--- src/rtl/hsv_core_pkg.sv ---
// hsv_core_pkg: shared core types, register-file constants and mask helper
package hsv_core_pkg;

    localparam int XLEN = 32;
    localparam int NUM_REGS = 32;

    typedef logic [XLEN-1:0] word;
    typedef logic [NUM_REGS-1:0] reg_mask;
    typedef logic [4:0] reg_addr;

    localparam reg_addr REG_ZERO = 5'd0;

    typedef struct packed {
        word pc;
        word imm;
        logic [7:0] op;
    } issue_data_t;

    // One-hot of a register index; x0 never appears in a mask
    function automatic reg_mask reg_onehot(input reg_addr a, input logic en);
        reg_onehot = (en && a != REG_ZERO) ? reg_mask'(1) << a : '0;
    endfunction

endpackage

--- src/rtl/hsv_core_issue_scoreboard.sv ---
// hsv_core_issue_scoreboard: busy bits for pending destination writes and RAW/WAW conflict detection
module hsv_core_issue_scoreboard
    import hsv_core_pkg::*;
(
    input  logic    clk_core,
    input  logic    rst_core,
    input  reg_addr rs1_addr,
    input  logic    rs1_used,
    input  reg_addr rs2_addr,
    input  logic    rs2_used,
    input  reg_addr rd_addr,
    input  logic    rd_write,
    input  logic    commit_valid,
    input  reg_addr commit_addr,
    input  logic    accept,
    input  reg_mask flush_mask,
    output logic    conflict
);

    reg_mask busy;
    reg_mask set_mask;
    reg_mask clr_mask;
    logic    rs1_hit;
    logic    rs2_hit;
    logic    rd_hit;

    // A same-cycle commit to a source or destination releases it before the check
    assign rs1_hit = rs1_used & busy[rs1_addr] & ~(commit_valid && commit_addr == rs1_addr);
    assign rs2_hit = rs2_used & busy[rs2_addr] & ~(commit_valid && commit_addr == rs2_addr);
    assign rd_hit  = rd_write & busy[rd_addr] & ~(commit_valid && commit_addr == rd_addr);
    assign conflict = rs1_hit | rs2_hit | rd_hit;

    // Bits set by the accepted instruction and cleared by commit or by flushing the held writer
    always_comb begin
        set_mask = accept ? reg_onehot(rd_addr, rd_write) : '0;
        clr_mask = reg_onehot(commit_addr, commit_valid) | flush_mask;
    end

    // Set wins over a same-cycle clear; bit 0 stays zero
    always_ff @(posedge clk_core) begin
        if (rst_core) busy <= '0;
        else busy <= ((busy & ~clr_mask) | set_mask) & ~reg_mask'(1);
    end

endmodule

--- src/rtl/hsv_core_issue_regread.sv ---
// hsv_core_issue_regread: register read, hazard hold and output register feeding issue muxing
module hsv_core_issue_regread
    import hsv_core_pkg::*;
(
    input  logic        clk_core,
    input  logic        rst_core,
    input  logic        valid_i,
    output logic        ready_o,
    input  issue_data_t issue_data_i,
    input  reg_addr     rs1_addr,
    input  reg_addr     rs2_addr,
    input  logic        rs1_used,
    input  logic        rs2_used,
    input  reg_addr     rd_addr,
    input  logic        rd_write,
    input  logic        stall,
    input  logic        flush_req,
    input  logic        commit_valid,
    input  reg_addr     commit_addr,
    input  word         commit_data,
    output logic        valid_o,
    output issue_data_t issue_data_o,
    output word         rs1_data,
    output word         rs2_data,
    output reg_mask     mask,
    output reg_mask     rd_mask,
    output logic        hazard
);

    word     rf [NUM_REGS];
    logic    conflict;
    logic    accept;
    reg_mask flush_mask;

    function automatic word read_op(input reg_addr a);
        read_op = (a == REG_ZERO) ? '0 :
                  (commit_valid && commit_addr == a) ? commit_data : rf[a];
    endfunction

    assign ready_o    = (~valid_o | ~stall) & ~flush_req;
    assign hazard     = valid_i & conflict;
    assign accept     = valid_i & ready_o & ~conflict;
    assign flush_mask = (flush_req & valid_o) ? rd_mask : '0;

    hsv_core_issue_scoreboard u_scoreboard (
        .clk_core     (clk_core),
        .rst_core     (rst_core),
        .rs1_addr     (rs1_addr),
        .rs1_used     (rs1_used),
        .rs2_addr     (rs2_addr),
        .rs2_used     (rs2_used),
        .rd_addr      (rd_addr),
        .rd_write     (rd_write),
        .commit_valid (commit_valid),
        .commit_addr  (commit_addr),
        .accept       (accept),
        .flush_mask   (flush_mask),
        .conflict     (conflict)
    );

    // Writeback into the register file; x0 is never stored and contents survive reset
    always_ff @(posedge clk_core) begin
        if (commit_valid && commit_addr != REG_ZERO) rf[commit_addr] <= commit_data;
    end

    // Output register: flush drops, accept loads, stall holds, otherwise the slot drains
    always_ff @(posedge clk_core) begin
        if (rst_core) begin
            valid_o      <= 1'b0;
            issue_data_o <= '0;
            rs1_data     <= '0;
            rs2_data     <= '0;
            mask         <= '0;
            rd_mask      <= '0;
        end else if (flush_req) begin
            valid_o <= 1'b0;
        end else if (accept) begin
            valid_o      <= 1'b1;
            issue_data_o <= issue_data_i;
            rs1_data     <= rs1_used ? read_op(rs1_addr) : '0;
            rs2_data     <= rs2_used ? read_op(rs2_addr) : '0;
            mask         <= reg_onehot(rs1_addr, rs1_used) | reg_onehot(rs2_addr, rs2_used);
            rd_mask      <= reg_onehot(rd_addr, rd_write);
        end else if (!stall) begin
            valid_o <= 1'b0;
        end
    end

endmodule

--- config.mk ---
export PLATFORM = sky130hd
export DESIGN_NAME = hsv_core_issue_regread
export DESIGN_NICKNAME = d
export VERILOG_FILES = /design/src/rtl/hsv_core_pkg.sv /design/src/rtl/hsv_core_issue_scoreboard.sv /design/src/rtl/hsv_core_issue_regread.sv
export SDC_FILE = /design/constraint.sdc
export NUM_CORES = 2
export LEC_CHECK = 0
export BUFFER_PORTS_ARGS = -buffer_cell sky130_fd_sc_hd__buf_2
export CAP_MARGIN = 20
export CORE_UTILIZATION = 60
export DETAILED_ROUTE_END_ITERATION = 12
export GPL_TIMING_DRIVEN = 0
export PLACE_DENSITY = 0.79
export SLEW_MARGIN = 20
export SYNTH_ARGS = -nofsm -noshare
export SYNTH_HDL_FRONTEND = slang
export SYNTH_SLANG_ARGS = --single-unit
export TNS_END_PERCENT = 10
--- constraint.sdc ---
create_clock -name clk_core -period 4.6 [get_ports clk_core]
set_input_delay 0.23 -clock clk_core [delete_from_list [all_inputs] [get_ports clk_core]]
set_output_delay 0.23 -clock clk_core [all_outputs]
set_load 0.005 [all_outputs]
==> results.ini <==
[outcome]
status=completed

[detailed_routing]
detail_route.wirelength_mm=217
dr_total_vias=41400
drc=0
wl_per_cell_um=39.8
drtPass1Iterations=6
ant_nets=0
via_per_inst=7.59
drtIter0Drc=7323

[power]
combPwrFrac_pct=10.5
p_sw_mw=6.38
pwr-share-seq_pct=49.0
sw_frac_of_total_pct=24.8
power_density_nw_per_um2=388
intPower_mw=19.3
ir_worst_vdd_v=0.000381
p_clk_share_pct=40.5
power_leakage_nw=22.0

[die]
die_w_um=309
io_pins=336
initial_utilization_pct=60.6
die_area_um2=95700
std_cell_rows=112
fp.dieH_um=309
core-area_um2=93500

[final_layout]
area_growth_syn_to_layout_pct=16.9
design_area_um2=66300
instances_no_fill=5455
final_layout_size_suffix_gt1_share_pct=30.1
nNetsFinal=4220

[sta]
max_slew_margin_pct=9.98
layout_min_cycle_time_ns=4.26
hold_viol=0
tightest_slew_ns=1.35
rsz0062_at_grt=no
min_period_over_period_pct=92.5
setup-tns-final_ns=0
fin_worst_skew_ns=0.0363
max_freq_ghz=0.235
setup_viol=0
slew_viol_final=0

[clock_tree]
root_buffer=clkbuf_16
cts_sinks=1256
cts_resized=0
cts_max_path_buffers=3
clock_latency_ns=0.78
cts_tree=done
cts_made_buffers=131
htreeDepth=4
clkTransAtPathRegs_ns=0.06

[placed_design]
place_area_um2=61400
placed_cells=5133
portBuffers=325
gp_congestion=1.05
dp_hpwl_mm=146

[setup_path]
required_ns=5.26
cpMostUsedCell=clkbuf_1
arrival_ns=4.92
setup.worst_path.end_class=flip-flop
critPathBufInv=4
critical_path_class=primary input to flip-flop
crit_path_start_kind=primary input
path_max_fanout=10
critical_path.max_stage_delay_ns=0.99
rr_startpoint=u_scoreboard.busy[27]
path_cells=clkbuf_1 -> clkbuf_1 -> and2_1 -> clkbuf_1 -> clkbuf_1 -> a22oi_1 -> a21oi_1 -> a21oi_1 -> nand2_1 -> o21ai_0 -> o31ai_1
startpoint=rs2_addr[2]
crit_path_top_delay_cell=clkbuf_1
crit_family=buffers and inverters

[synth]
yosys_warnings=0
yosys.cell_types.count=56
synthTopCellsByArea=edfxtp_1 (54%), mux4_2 (21%), dfxtp_1 (8.2%)
async_flop_share_pct=0
yosysTopAreaCellShare_pct=54.3
synth_most_common_cell=edfxtp_1
yosys.area.top_type=edfxtp_1
synth_commonest_cells=edfxtp_1 (1024), mux4_2 (523), nand2_1 (283), a22oi_1 (256), dfxtp_1 (232)
synth-main-ff-cell=edfxtp_1
synth-edff-count=1024
syn_area_per_cell_um2=16.3
ys_seq_area_share_pct=62.5
synthCells=3473
syn_area_um2=56700
yosys_register_bits=1256

[global_route]
grt_pass1_vias=39900
antenna_found_initial=17
grt_pass1_wl_mm=296
grt_util_all_layers_pct=45.6
grt_max_degree=35
gr-total-overflow=0

[hold_path]
min_from=rd_write
min_path_type=primary input to flip-flop

[run]
cap_violations=0

[power by group through the flow]
stage          clock network [mW]  registers [mW]  logic, mW
2_1_floorplan                   0            12.8       1.34
3_3_place_gp                    0            12.8       2.39
3_5_place_dp                    0            12.8       2.47
4_1_cts                      10.4            12.6       2.54
5_1_grt                      10.8            12.6       2.72
6_report                     10.4            12.6       2.71
[stage by stage]
| step | setup slack, ns | utilization, % | hold WS [ns] | power, mW |
|---|---|---|---|---|
| after floorplan | 1.68 | - | 0.308 | 14.1 |
| after global placement | -0.545 | 64.2 | 0.427 | 15.2 |
| after detailed placement | -0.100 | 65.6 | 0.443 | 15.3 |
| after CTS | 0.649 | 70.8 | 0.00336 | 25.5 |
| after global routing | 0.644 | 70.9 | 0.0292 | 26.1 |
| final | 0.343 | 70.9 | 0.00789 | 25.7 |
[tightest hold or removal path, stage by stage]
cell,delay [ns]
buf_2,0.15
nand3_1,0.25
o2bb2ai_1,0.08
[flip-flops by register name, summed over array words and instances (netlist names)]
signal	flops
rf	1024
issue_data_o	72
mask	32
rd_mask	32
rs1_data	32
rs2_data	32
u_scoreboard.busy	31
valid_o	1
[final cells by class]
class	instances	area, µm²
Clock buffer	172	3650
Fill cell	5814	27200
Antenna cell	14	35.0
Multi-Input combinational cell	1931	20300
Tap cell	1254	1570
Inverter	11	41.3
Timing Repair Buffer	450	3510
Buffer	306	1350
Sequential cell	1256	35400
Clock inverter	61	459
[layer usage]
metal / track usage (%) / share of wire (%) / routed length, µm / up-vias
met1: 53.0 / 30 / 65900 / 20200
met2: 65.9 / 43 / 92600 / 4554
li1: - / - / - / 15600
met4: 38.6 / 11 / 22900 / 15
met5: 2.22 / 0.16 / 353 / -
met3: 18.9 / 16 / 35100 / 1081
[final timing paths]
path                       to  slack (ns)  cells past startpoint
max              rs2_data[15]        0.34                     11
min               rd_mask[29]       0.008                      3
max reg2reg           valid_o        0.94                      9
min reg2reg  issue_data_o[58]        0.45                      2
[timing repair]
action	4_1_cts	5_1_grt
endpoints found under the hold margin	81	0
setup buffers	0	0
hold buffers	75	0
[cells in the final DEF, fill, tap and decap left out, types with 64 or more instances in the layout]
| cell | n |
|---|---|
| mux4_2 | 523 |
| a21oi_1 | 221 |
| a22oi_1 | 256 |
| nor2_1 | 72 |
| nand3b_1 | 99 |
| clkbuf_16 | 138 |
| edfxtp_1 | 1024 |
| clkbuf_1 | 188 |
| dfxtp_1 | 232 |
| o21ai_0 | 64 |
| dlygate4sd3_1 | 75 |
| nor3_1 | 73 |
| buf_2 | 429 |
| nand2_1 | 283 |
[cells by family after synthesis]
logic type | synth area share [%]
flops | 62.5
compound gates | 8.26
simple gates | 5.49
mux | 21.1
buf+inv | 2.41
xor+xnor | 0.232
other cells | 0.00662
(Power assumes the default switching activity.)
